==> src/rtl/fu_mem_pkg.sv <==
// fu_mem_pkg
// Shared definitions for the load/store functional unit:
//   - opcode encodings for load and store
//   - the four-state sequencing FSM
//   - width helper constants used by the unit and its address generator
package fu_mem_pkg;

    // Opcode width that the load/store encodings are defined in.
    localparam int OP_BITS = 3;

    localparam logic [OP_BITS-1:0] OP_LOAD  = 3'b110;
    localparam logic [OP_BITS-1:0] OP_STORE = 3'b111;

    // Default datapath geometry.
    localparam int DEF_SIZE     = 32;
    localparam int DEF_REG_NUM  = 8;
    localparam int DEF_MEM_ROWS = 64;

    // IDLE -> READ -> ACCESS -> DONE -> IDLE, one instruction in flight.
    typedef enum logic [1:0] {
        ST_IDLE   = 2'd0,
        ST_READ   = 2'd1,
        ST_ACCESS = 2'd2,
        ST_DONE   = 2'd3
    } fu_state_e;

endpackage

==> src/rtl/fu_mem_agu.sv <==
// fu_mem_agu
// Combinational address generator for the load/store unit.
//   op           : latched opcode (selects the offset source)
//   use_imm      : offset comes from imm instead of a register
//   imm          : immediate offset
//   rs1, rs2     : base operand and second register operand
//   addr         : effective address truncated to the memory index width
//   out_of_range : full-width effective address is beyond the memory size
// Loads use rs2 as a register offset; stores use rs2 as data, so their
// non-immediate offset is zero.
module fu_mem_agu
    import fu_mem_pkg::*;
#(
    parameter int SIZE       = DEF_SIZE,
    parameter int ALUOP_BITS = OP_BITS,
    parameter int MEM_ROWS   = DEF_MEM_ROWS,
    parameter int AW         = $clog2(MEM_ROWS)
) (
    input  logic [ALUOP_BITS-1:0] op,
    input  logic                  use_imm,
    input  logic [SIZE-1:0]       imm,
    input  logic [SIZE-1:0]       rs1,
    input  logic [SIZE-1:0]       rs2,
    output logic [AW-1:0]         addr,
    output logic                  out_of_range
);

    logic [SIZE-1:0] off;
    logic [SIZE-1:0] ea;

    always_comb begin
        off = '0;
        if (use_imm) begin
            off = imm;
        end else if (op == ALUOP_BITS'(OP_LOAD)) begin
            off = rs2;
        end
    end

    // Sum wraps modulo 2^SIZE by construction.
    assign ea           = rs1 + off;
    assign addr         = ea[AW-1:0];
    assign out_of_range = (ea >= SIZE'(MEM_ROWS));

endmodule

==> src/rtl/fu_mem_unit.sv <==
// fu_mem_unit
// Load/store functional unit. Accepts one issued memory instruction at a
// time, reads base/data operands from the register file, performs one word
// access to data memory, writes load results back and pulses Comp on retire.
//
// Ports:
//   clk, reset        : clock (rising edge), asynchronous active-high reset
//   ALUOp, src_reg1, src_reg2, use_imm, imm, dest_reg1, issue : issue bus
//   read_reg          : register file read addresses ([0]=base, [1]=src2)
//   read_data_reg     : combinational register file read data
//   RegWrite, write_reg, write_data_reg : register file write port
//   EnWrite, write_addr, write_data_mem : data memory write port
//   read_addr, read_data_mem            : data memory read port
//   Comp              : one-cycle completion pulse
//
// Build option: define FU_MEM_BOUNDS_CHECK_EN to suppress accesses whose
// full effective address is >= MEM_ROWS (stores do not write, loads return
// zero). Without it, addresses wrap modulo MEM_ROWS.
module fu_mem_unit
    import fu_mem_pkg::*;
#(
    parameter int SIZE       = DEF_SIZE,
    parameter int REG_NUM    = DEF_REG_NUM,
    parameter int ALUOP_BITS = OP_BITS,
    parameter int MEM_ROWS   = DEF_MEM_ROWS,
    localparam int RW        = $clog2(REG_NUM),
    localparam int AW        = $clog2(MEM_ROWS)
) (
    input  logic                        clk,
    input  logic                        reset,
    input  logic [ALUOP_BITS-1:0]       ALUOp,
    input  logic [RW-1:0]               src_reg1,
    input  logic [RW-1:0]               src_reg2,
    input  logic                        use_imm,
    input  logic [SIZE-1:0]             imm,
    input  logic [RW-1:0]               dest_reg1,
    input  logic                        issue,
    output logic [1:0][RW-1:0]          read_reg,
    input  logic [1:0][SIZE-1:0]        read_data_reg,
    output logic                        RegWrite,
    output logic [0:0][RW-1:0]          write_reg,
    output logic [0:0][SIZE-1:0]        write_data_reg,
    output logic [0:0]                  EnWrite,
    output logic [0:0][AW-1:0]          write_addr,
    output logic [0:0][SIZE-1:0]        write_data_mem,
    output logic [0:0][AW-1:0]          read_addr,
    input  logic [0:0][SIZE-1:0]        read_data_mem,
    output logic                        Comp
);

    fu_state_e state_q, state_d;

    // Instruction fields latched at issue.
    logic [ALUOP_BITS-1:0] op_q, op_d;
    logic [RW-1:0]         src1_q, src1_d;
    logic [RW-1:0]         src2_q, src2_d;
    logic [RW-1:0]         dest_q, dest_d;
    logic                  use_imm_q, use_imm_d;
    logic [SIZE-1:0]       imm_q, imm_d;

    // Access suppression decided when operands are captured.
    logic                  oob_q, oob_d;

    // Registered address/data outputs; they hold between instructions.
    logic [AW-1:0]         write_addr_q, write_addr_d;
    logic [SIZE-1:0]       write_data_mem_q, write_data_mem_d;
    logic [AW-1:0]         read_addr_q, read_addr_d;
    logic [RW-1:0]         write_reg_q, write_reg_d;
    logic [SIZE-1:0]       write_data_reg_q, write_data_reg_d;

    logic                  is_load;
    logic                  is_store;
    logic [AW-1:0]         agu_addr;
    logic                  agu_oob;
    logic                  suppress;

    assign is_load  = (op_q == ALUOP_BITS'(OP_LOAD));
    assign is_store = (op_q == ALUOP_BITS'(OP_STORE));

    // The address generator works on the register file data arriving during
    // READ, so the effective address is ready to register at the READ edge.
    fu_mem_agu #(
        .SIZE       (SIZE),
        .ALUOP_BITS (ALUOP_BITS),
        .MEM_ROWS   (MEM_ROWS),
        .AW         (AW)
    ) u_agu (
        .op           (op_q),
        .use_imm      (use_imm_q),
        .imm          (imm_q),
        .rs1          (read_data_reg[0]),
        .rs2          (read_data_reg[1]),
        .addr         (agu_addr),
        .out_of_range (agu_oob)
    );

`ifdef FU_MEM_BOUNDS_CHECK_EN
    assign suppress = agu_oob;
`else
    // Wrap-around build: the range flag is intentionally ignored.
    logic unused_agu_oob;
    assign unused_agu_oob = agu_oob;
    assign suppress       = 1'b0;
`endif

    always_comb begin
        state_d          = state_q;
        op_d             = op_q;
        src1_d           = src1_q;
        src2_d           = src2_q;
        dest_d           = dest_q;
        use_imm_d        = use_imm_q;
        imm_d            = imm_q;
        oob_d            = oob_q;
        write_addr_d     = write_addr_q;
        write_data_mem_d = write_data_mem_q;
        read_addr_d      = read_addr_q;
        write_reg_d      = write_reg_q;
        write_data_reg_d = write_data_reg_q;

        case (state_q)
            ST_IDLE: begin
                // Only IDLE looks at issue, so a held issue cannot re-enter.
                if (issue) begin
                    op_d      = ALUOp;
                    src1_d    = src_reg1;
                    src2_d    = src_reg2;
                    dest_d    = dest_reg1;
                    use_imm_d = use_imm;
                    imm_d     = imm;
                    state_d   = ST_READ;
                end
            end
            ST_READ: begin
                oob_d = suppress;
                if (is_store && !suppress) begin
                    write_addr_d     = agu_addr;
                    write_data_mem_d = read_data_reg[1];
                end
                if (is_load && !suppress) begin
                    read_addr_d = agu_addr;
                end
                state_d = ST_ACCESS;
            end
            ST_ACCESS: begin
                // Load data is taken now; sources were captured already, so a
                // destination equal to a source is harmless.
                if (is_load) begin
                    write_reg_d      = dest_q;
                    write_data_reg_d = oob_q ? '0 : read_data_mem[0];
                end
                state_d = ST_DONE;
            end
            ST_DONE: begin
                state_d = ST_IDLE;
            end
            default: begin
                state_d = ST_IDLE;
            end
        endcase
    end

    always_ff @(posedge clk or posedge reset) begin
        if (reset) begin
            state_q          <= ST_IDLE;
            op_q             <= '0;
            src1_q           <= '0;
            src2_q           <= '0;
            dest_q           <= '0;
            use_imm_q        <= 1'b0;
            imm_q            <= '0;
            oob_q            <= 1'b0;
            write_addr_q     <= '0;
            write_data_mem_q <= '0;
            read_addr_q      <= '0;
            write_reg_q      <= '0;
            write_data_reg_q <= '0;
        end else begin
            state_q          <= state_d;
            op_q             <= op_d;
            src1_q           <= src1_d;
            src2_q           <= src2_d;
            dest_q           <= dest_d;
            use_imm_q        <= use_imm_d;
            imm_q            <= imm_d;
            oob_q            <= oob_d;
            write_addr_q     <= write_addr_d;
            write_data_mem_q <= write_data_mem_d;
            read_addr_q      <= read_addr_d;
            write_reg_q      <= write_reg_d;
            write_data_reg_q <= write_data_reg_d;
        end
    end

    // Strobes decode straight from the state register so an asynchronous
    // reset removes them immediately.
    assign read_reg[0]       = src1_q;
    assign read_reg[1]       = src2_q;
    assign EnWrite[0]        = (state_q == ST_ACCESS) && is_store && !oob_q;
    assign Comp              = (state_q == ST_DONE);
    assign RegWrite          = (state_q == ST_DONE) && is_load;
    assign write_reg[0]      = write_reg_q;
    assign write_data_reg[0] = write_data_reg_q;
    assign write_addr[0]     = write_addr_q;
    assign write_data_mem[0] = write_data_mem_q;
    assign read_addr[0]      = read_addr_q;

endmodule

==> config.mk <==
export PLATFORM = sky130hd
export DESIGN_NAME = fu_mem_unit
export DESIGN_NICKNAME = d
export VERILOG_FILES = /design/src/rtl/fu_mem_pkg.sv /design/src/rtl/fu_mem_agu.sv /design/src/rtl/fu_mem_unit.sv
export SDC_FILE = /design/constraint.sdc
export NUM_CORES = 1
export LEC_CHECK = 0
export CORE_MARGIN = 1
export CORE_UTILIZATION = 41
export DETAILED_ROUTE_END_ITERATION = 7
export PLACE_DENSITY_LB_ADDON = 0.3
export SKIP_CTS_REPAIR_TIMING = 1
export SYNTH_ARGS = -nofsm -noshare
export SYNTH_HDL_FRONTEND = slang
export SYNTH_SLANG_ARGS = --single-unit
==> constraint.sdc <==
create_clock -name clk -period 11.8 [get_ports clk]
set_input_delay 3.54 -clock clk [delete_from_list [all_inputs] [get_ports clk]]
set_output_delay 3.54 -clock clk [all_outputs]
set_load 0.03 [all_outputs]
After elaboration in Yosys (flattened, before gate mapping)
Cells that the tools add are included.
W data, S select, Z words.
{"block": "classes", "eq_ne": 6, "n_addsub": 1, "muxes": 4, "reduce_logical": 7}
{"op": "$mux W6", "n": 2}
{"op": "$pmux W2 S4", "n": 1}
{"op": "$reduce_and A2 Y1", "n": 4}
{"op": "$add A6 B6 Y6", "n": 1}
{"op": "$eq A3 B3 Y1 const B", "n": 2}
{"op": "$eq A2 B2 Y1 const B", "n": 2}
{"op": "$eq A2 B1 Y1 const B", "n": 1}
{"op": "$logic_and A1 B1 Y1", "n": 2}
{"op": "$logic_not A2 Y1", "n": 1}
{"op": "$mux W2", "n": 1}
{"op": "$ne A2 B2 Y1 const B", "n": 1}
{"block": "word_totals", "in_bits": 144, "ff_bits": 100, "output_inout_bits": 88, "elab_cells": 30}

Logic depth before layout (Yosys ltp)
Gate-level depths: netlist of run 1.
{"block": "depth", "ltp_word": 4, "mapped_depth": 12, "depth_no_buf": 12}

By module
From an unflattened synthesis of run 1, not the netlist that was laid out.
{"block": "unflattened", "hier_cells": 615, "hier_area_um2": 7195.7}
{"mod": "fu_mem_unit", "seq_area_each_um2": 3153.0, "instances": 1, "area_each_um2": 4860.9, "cells_per_inst": 279}
{"mod": "fu_mem_agu", "seq_area_each_um2": 0.0, "instances": 1, "area_each_um2": 2334.7, "cells_per_inst": 336}

Worst setup path before layout of run 1
No wires, ideal clock.
{"block": "synth_timing", "kind": "in2reg", "start": "input port read_data_reg[32] in the netlist's numbering", "end": "register write_addr_q[4] (netlist: write_addr[4])", "arrival_ns": 4.776, "required_ns": 11.668, "path_stages": 9, "setup_time_ns": 0.132, "slack_ns": 6.892, "path_buffers": 0, "cell_sequence": "a22o_1 > ha_1 > inv_1 > fa_1 > inv_1 > a21o_1 > a21oi_1 > xor2_1 > o21ai_0"}
{"block": "synth_between", "elab_chain_len": 3}
{"element": "start: declaration", "line_no": "fu_mem_unit.sv:39", "rtl": "input logic [1:0][SIZE-1:0] read_data_reg,"}
{"element": "$mux W6", "line_no": "fu_mem_agu.sv:35", "rtl": "end else if (op == ALUOP_BITS'(OP_LOAD)) begin"}
{"element": "$mux W6", "line_no": "fu_mem_agu.sv:33", "rtl": "if (use_imm) begin"}
{"element": "$add A6 B6 Y6", "line_no": "fu_mem_agu.sv:41", "rtl": "assign ea = rs1 + off;"}
{"element": "end signal: assignment", "line_no": "fu_mem_unit.sv:187", "rtl": "write_addr_q <= write_addr_d;"}
{"element": "end: declaration", "line_no": "fu_mem_unit.sv:65", "rtl": "logic [AW-1:0] write_addr_q, write_addr_d;"}
Every way passes these cells.
A chain may end at the register's enable or synchronous reset.

Worst setup path after layout of run 1
{"block": "layout_timing", "start": "register state_q[0]", "end": "output port EnWrite"}
{"block": "layout_between", "elab_chain_len": 2}
{"element": "start: declaration", "line_no": "fu_mem_unit.sv:51", "rtl": "fu_state_e state_q, state_d;"}
{"element": "start signal: assignment", "line_no": "fu_mem_unit.sv:179", "rtl": "state_q <= state_d;"}
{"element": "$eq A2 B2 Y1", "line_no": "fu_mem_unit.sv:199", "rtl": "assign EnWrite[0] = (state_q == ST_ACCESS) && is_store && !oob_q;"}
{"element": "$logic_and A1 B1 Y1", "line_no": "fu_mem_unit.sv:199"}
{"element": "end: declaration", "line_no": "fu_mem_unit.sv:43", "rtl": "output logic [0:0] EnWrite,"}
Every way passes these cells.

==> flow_summary.toml, run 1 <==
[status]
status = "complete, no violations"

[worst_hold_path]
hold_path.class = "register to register"

[routing]
wirelength_um = 8780
drtPass1Iterations = 4
drt_iter0_drc = 54
detail_route.wl_per_cell_um = 14.9
ant_nets = 0
vias_per_cell = 4.78
route.detailed.drc = 0
vias = 2813

[global_route]
grt_pass1_vias = 2901
antenna_found_initial = 0
grt-ovfl-total = 0
grt.total_usage_pct = 17.8
grt_max_degree = 52
grt_pass1_wl_um = 13900

[floorplanning]
dieWidth_um = 102
fp.dieArea_um2 = 10300
core_area_um2 = 9680
io_pins = 232
die_h_um = 102
initial_utilization_pct = 42.1
rows = 36

[timing]
fin_hold_ws_ps = 484
slew_headroom_pct = 47.0
rsz0062_at_grt = "false"
final.period_utilization_pct = 47.1
worst_slew_pin_slew_ps = 793
max_freq_ghz = 0.180
finalWorstSetupSlack_ps = 6240
finClkSkew_ps = 5.12
fin_crit_ps = 5560
fin_tns_setup_ps = 0
slew_viol_final = 0
finalSetupViolCount = 0
finalHoldViolCount = 0

[place]
dp.cells = 574
place_hpwl_um = 6540
gp_congestion = 0.746
portBuffers = 179
place_ws_ps = 6220
placed_area_um2 = 5980

[synth]
avgSynthCellArea_um2 = 15.0
syn-num-nets = 426
synth_warnings = 0
yosys.area_share.simple_pct = 3.22
synth.top_cell.area_share_pct = 61.4
synth_sequential_area_ratio_pct = 61.4
ys_ff_latch = 100
synth_cell_type_count = 27
synth_area_leaders = "dfrtp_1 (61%), mux2_2 (25%), ha_1 (3.1%), o21ai_0 (1.5%), nand2_1 (1.2%)"
synth_area_leader_cell = "dfrtp_1"
synthCells = 271
synthXorXnorAreaFrac_pct = 1.07
syn-cell-area_um2 = 4080
synth_top_family_by_area = "multiplexers"
synth_compound_area_share_pct = 3.77
synth-adder-area-share_pct = 3.56
synth_mux_area_share_pct = 24.6

[job]
maxCapViolCount = 0

[pwr]
total_power_mw = 1.80
powerDensity_nw_per_um2 = 292
internal-power_mw = 1.09
combPwrFrac_pct = 54.4
power.share.switching_pct = 39.6
p_leak_nw = 2.62
power.share.clock_pct = 11.7
seqPwrFrac_pct = 34.0
p_sw_uw = 712
peakVddDrop_v = 0.000120

[worst_setup_path]
crit_fanout = 4
max_stage_delay_ps = 690
worstPathRequired_ps = 8260
cp.arrival_ps = 2020
start_kind = "register"
crit_type = "register to output pin"
path_cells = "inv_1, ha_1, and4_1, clkdlybuf4s50_1"
cpMaxStageDelayCell = "clkdlybuf4s50_1"
endpoint_kind = "output pin"

[clocking]
cts_tree = "done"
cts_buffers = 9
ctsLongestPathBuffers = 2
clkTransAtPathRegs_ps = 90
clk_latency_ps = 360
cts_max_level = 3
cts-root-buf = "clkbuf_8"
clkSinkCount = 100

[final_layout]
layout.nets = 607
finalInstanceArea_um2 = 6160
fillers = 772
fin_util_pct = 63.7
syn2layout_area_growth_pct = 51.2
drive_gt1_share_pct = 23.5
antenna_cells = 0
final_cells = 589
-- synthesized netlist by cell type --
master / number
clkbuf_1: 1
nand3_4: 1
o21bai_1: 1
nor3_1: 1
a21o_1: 2
fa_1: 1
and2b_2: 1
nor2_1: 1
o21ai_0: 12
buf_6: 3
ha_1: 10
nand3_1: 1
and3_1: 1
nor2b_1: 1
inv_1: 7
buf_2: 7
xor2_1: 3
nand4b_1: 1
nand4_2: 1
and4_1: 1
nand2_1: 13
xnor2_1: 2
dfrtp_1: 100
a211oi_1: 1
a22o_1: 5
mux2_2: 89
a21oi_1: 4
-- worst paths after layout --
| path | from | to | slack [ps] | cells after the start |
|---|---|---|---|---|
| worst min-delay path | write_addr[5]$_DFFE_PP0P_ | write_addr[5]$_DFFE_PP0P_ | 480 | 2 |
| worst max register to register | op_q[0]$_DFFE_PP0P_ | write_addr[4]$_DFFE_PP0P_ | 9180 | 12 |
| max in group asynchronous | reset | write_data_mem[21]$_DFFE_PP0P_ | 7100 | 3 |
| min in group asynchronous | reset | write_data_mem[11]$_DFFE_PP0P_ | 3610 | 2 |
| worst max-delay path | state_q[0]$_DFFE_PP0P_ | EnWrite | 6240 | 4 |
| worst min register to register | write_addr[5]$_DFFE_PP0P_ | write_addr[5]$_DFFE_PP0P_ | 480 | 2 |
-- cell type report --
| class | instances | area, µm² | area share [%] |
|---|---|---|---|
| clock buffer | 13 | 149 | 2.42 |
| clock inverter | 2 | 35.0 | 0.568 |
| timing repair buffer | 181 | 1810 | 29.3 |
| inverter | 7 | 28.8 | 0.467 |
| tap | 133 | 166 | 2.70 |
| multi-input combinational | 153 | 1480 | 23.9 |
| sequential | 100 | 2500 | 40.6 |
-- worst max-delay path: cells and delay by family, from the launching register on --
family	cells	cell delay (ps)
adders and majority gates	1	250
and+or+nand+nor	1	190
buffers and inverters	2	820
DFF	1	410
-- cells in the final DEF (no fill, tap or decap), drive strengths merged, types with 2 or more instances in the layout --
cell           count
dfrtp            100
o21ai             12
nand2             13
a22o               5
buf                2
a21o               2
mux2              89
inv                7
xor2               3
clkbuf            13
ha                10
clkdlybuf4s50    179
xnor2              2
nand3              2
a21oi              4
-- power groups by stage --
| stage | registers (mW) | clock network, mW | logic, mW |
|---|---|---|---|
| 2_1_floorplan | 0.906 | 0 | 0.297 |
| 3_3_place_gp | 0.609 | 0 | 0.971 |
| 3_5_place_dp | 0.621 | 0 | 0.988 |
| 4_1_cts | 0.613 | 0.218 | 0.990 |
| 5_1_grt | 0.636 | 0.232 | 1.04 |
| 6_report | 0.612 | 0.210 | 0.978 |
-- cell families after synthesis --
group | after synthesis
compound gates | 25
xor+xnor | 5
simple gates | 23
mux | 89
flops | 100
buf+inv | 18
fa+ha+maj | 11
-- layer usage --
layer	part of all wire (%)	vias up	GRT usage, %
met2	49	109	29.4
met4	2.0	0	7.13
met5	0	-	0
met3	8.5	11	6.83
li1	-	1306	-
met1	40	1387	20.9
No activity file was read; power rests on OpenSTA's default activity.
==> inputs of run 2 (changes only) <==
--- a/config.mk
+++ b/config.mk
@@ -6,7 +6,7 @@
 export NUM_CORES = 1
 export LEC_CHECK = 0
 export CORE_MARGIN = 1
-export CORE_UTILIZATION = 41
+export CORE_UTILIZATION = 38
 export DETAILED_ROUTE_END_ITERATION = 7
 export PLACE_DENSITY_LB_ADDON = 0.3
 export SKIP_CTS_REPAIR_TIMING = 1
==> constraint.sdc (replaced) <==
create_clock -name clk -period 5.82 [get_ports clk]
set_input_delay 1.746 -clock clk [delete_from_list [all_inputs] [get_ports clk]]
set_output_delay 1.746 -clock clk [all_outputs]
set_load 0.03 [all_outputs]
==> run 2 against run 1 <==
Against the previous run: worst setup slack worse by 4200 ps; utilization is 4.1 points lower; combinational power up 100%; total power is 100% higher; hold slack got worse by 1.0 ps; clock power up 100%; critical path depth stayed put.
==> flow_summary.toml, run 2 (same netlist as run 1, synthesis figures left out) <==
[status]
status = "complete, no violations"

[clocking]
clkSinkCount = 100
cts-root-buf = "clkbuf_8"
cts_max_level = 3
clk_latency_ps = 360
cts_tree = "done"
clkTransAtPathRegs_ps = 90
cts_buffers = 9
ctsLongestPathBuffers = 2

[routing]
ant_nets = 0
drt_iter0_drc = 90
vias = 2784
drtPass1Iterations = 4
detail_route.wl_per_cell_um = 15.1
vias_per_cell = 4.69
route.detailed.drc = 0
wirelength_um = 8980

[global_route]
grt_max_degree = 64
grt.total_usage_pct = 16.8
antenna_found_initial = 0
grtUsageMet2_pct = 29.3
met3_usage_pct = 3.77
busiest_layer = "met2"
use_met1_pct = 19.7
grt-ovfl-total = 0
grt_pass1_vias = 2980
grt_pass1_wl_um = 14400

[worst_setup_path]
start_kind = "register"
cp_num_buf_inv = 2
critPathTopFamily = "buffers and inverters"
max_stage_delay_ps = 690
endpoint_kind = "output pin"
worstPathRequired_ps = 4070
crit_fanout = 4
cp.arrival_ps = 2030
crit_type = "register to output pin"
cpMaxStageDelayCell = "clkdlybuf4s50_1"
path_cells = "inv_1, ha_1, and4_1, clkdlybuf4s50_1"

[timing]
worst_slew_pin_slew_ps = 817
max_freq_ghz = 0.265
fin_hold_ws_ps = 483
final.period_utilization_pct = 64.9
fin_crit_ps = 3780
slew_headroom_pct = 45.4
finalHoldViolCount = 0
finClkSkew_ps = 15.7
slew_viol_final = 0
finalSetupViolCount = 0
rsz0062_at_grt = "false"
fin_tns_setup_ps = 0

[pwr]
power.share.switching_pct = 40.5
combPwrFrac_pct = 54.4
power.share.clock_pct = 11.6
peakVddDrop_v = 0.000263
internal-power_mw = 2.17
p_leak_nw = 2.62
powerDensity_nw_per_um2 = 591
seqPwrFrac_pct = 34.0
p_sw_mw = 1.48

[floorplanning]
core_area_um2 = 10400
rows = 37
die_h_um = 106
dieWidth_um = 106
initial_utilization_pct = 39.3
fp.dieArea_um2 = 11100
io_pins = 232

[place]
place_hpwl_um = 6740
dp.cells = 577
gp_congestion = 0.727
portBuffers = 179
placed_area_um2 = 5980

[final_layout]
final_cell_mix = "clkdlybuf4s50_1 (179), dfrtp_1 (100), mux2_2 (89)"
final_cells = 593
final_common_cell = "clkdlybuf4s50_1"
layout.nets = 607
fillers = 848
fin_util_pct = 59.5
syn2layout_area_growth_pct = 51.4
antenna_cells = 0
drive_gt1_share_pct = 24.3
finalInstanceArea_um2 = 6170

[worst_hold_path]
hold_path.class = "register to register"

[job]
maxCapViolCount = 0
run 2: cell count changes in the layout (fill, tap and decap cells not counted):
cell / before / now
clkinv_2: 1 / 0
clkinvlp_4: 0 / 2
clkbuf_1: 3 / 0
inv_6: 0 / 3
bufinv_16: 1 / 0
inv_8: 0 / 1
run 2: worst paths after layout:
path	startpoint	end	slack, ps	cells past startpoint
max	state_q[0]$_DFFE_PP0P_	EnWrite	2040	4
min	write_addr[5]$_DFFE_PP0P_	write_addr[5]$_DFFE_PP0P_	480	2
max reg2reg	op_q[0]$_DFFE_PP0P_	write_addr[4]$_DFFE_PP0P_	3210	12
min reg2reg	write_addr[5]$_DFFE_PP0P_	write_addr[5]$_DFFE_PP0P_	480	2
max in group asynchronous	reset	write_data_mem[14]$_DFFE_PP0P_	2920	3
min in group asynchronous	reset	write_data_reg[13]$_DFFE_PP0P_	1870	2
run 2: final cells by class:
type                       instances  area [µm²]  area share (%)
timing repair buffer             181        1810            29.3
tap                              136         170            2.76
clock inverter                     6        52.6           0.851
inverter                           7        28.8           0.466
multi-input combinational        153        1480            23.9
sequential                       100        2500            40.5
clock buffer                      10         138            2.23
run 2: metal layers:
| layer | share of wire, % | wire (µm) | vias up |
|---|---|---|---|
| li1 | - | - | 1310 |
| met3 | 6.1 | 549 | 14 |
| met1 | 41 | 3690 | 1351 |
| met4 | 2.1 | 185 | 0 |
| met2 | 51 | 4550 | 109 |
| met5 | 0 | 0 | - |
run 2: stage by stage:
stage | power, mW | setup slack [ps]
floorplan | 2.44 | 1460
global placement | 3.21 | 2110
detailed placement | 3.27 | 2050
CTS | 3.70 | 2000
global route | 3.85 | 1930
finish | 3.65 | 2040
run 2: power groups by stage:
stage                     registers [mW]  logic (mW)  clock network [mW]
after floorplan                     1.84       0.602                   0
after global placement              1.23        1.97                   0
after detailed placement            1.26        2.01                   0
after CTS                           1.24        2.01               0.441
after global routing                1.29        2.10               0.465
final                               1.24        1.99               0.425
run 2: worst register-to-register path, delay by kind of cell (launching register included):
| family | cells | cell delay (ps) |
|---|---|---|
| xor+xnor | 1 | 180 |
| fa+ha+maj | 2 | 580 |
| buf+inv | 2 | 140 |
| compound gates | 4 | 500 |
| flops | 1 | 420 |
| simple gates | 3 | 650 |
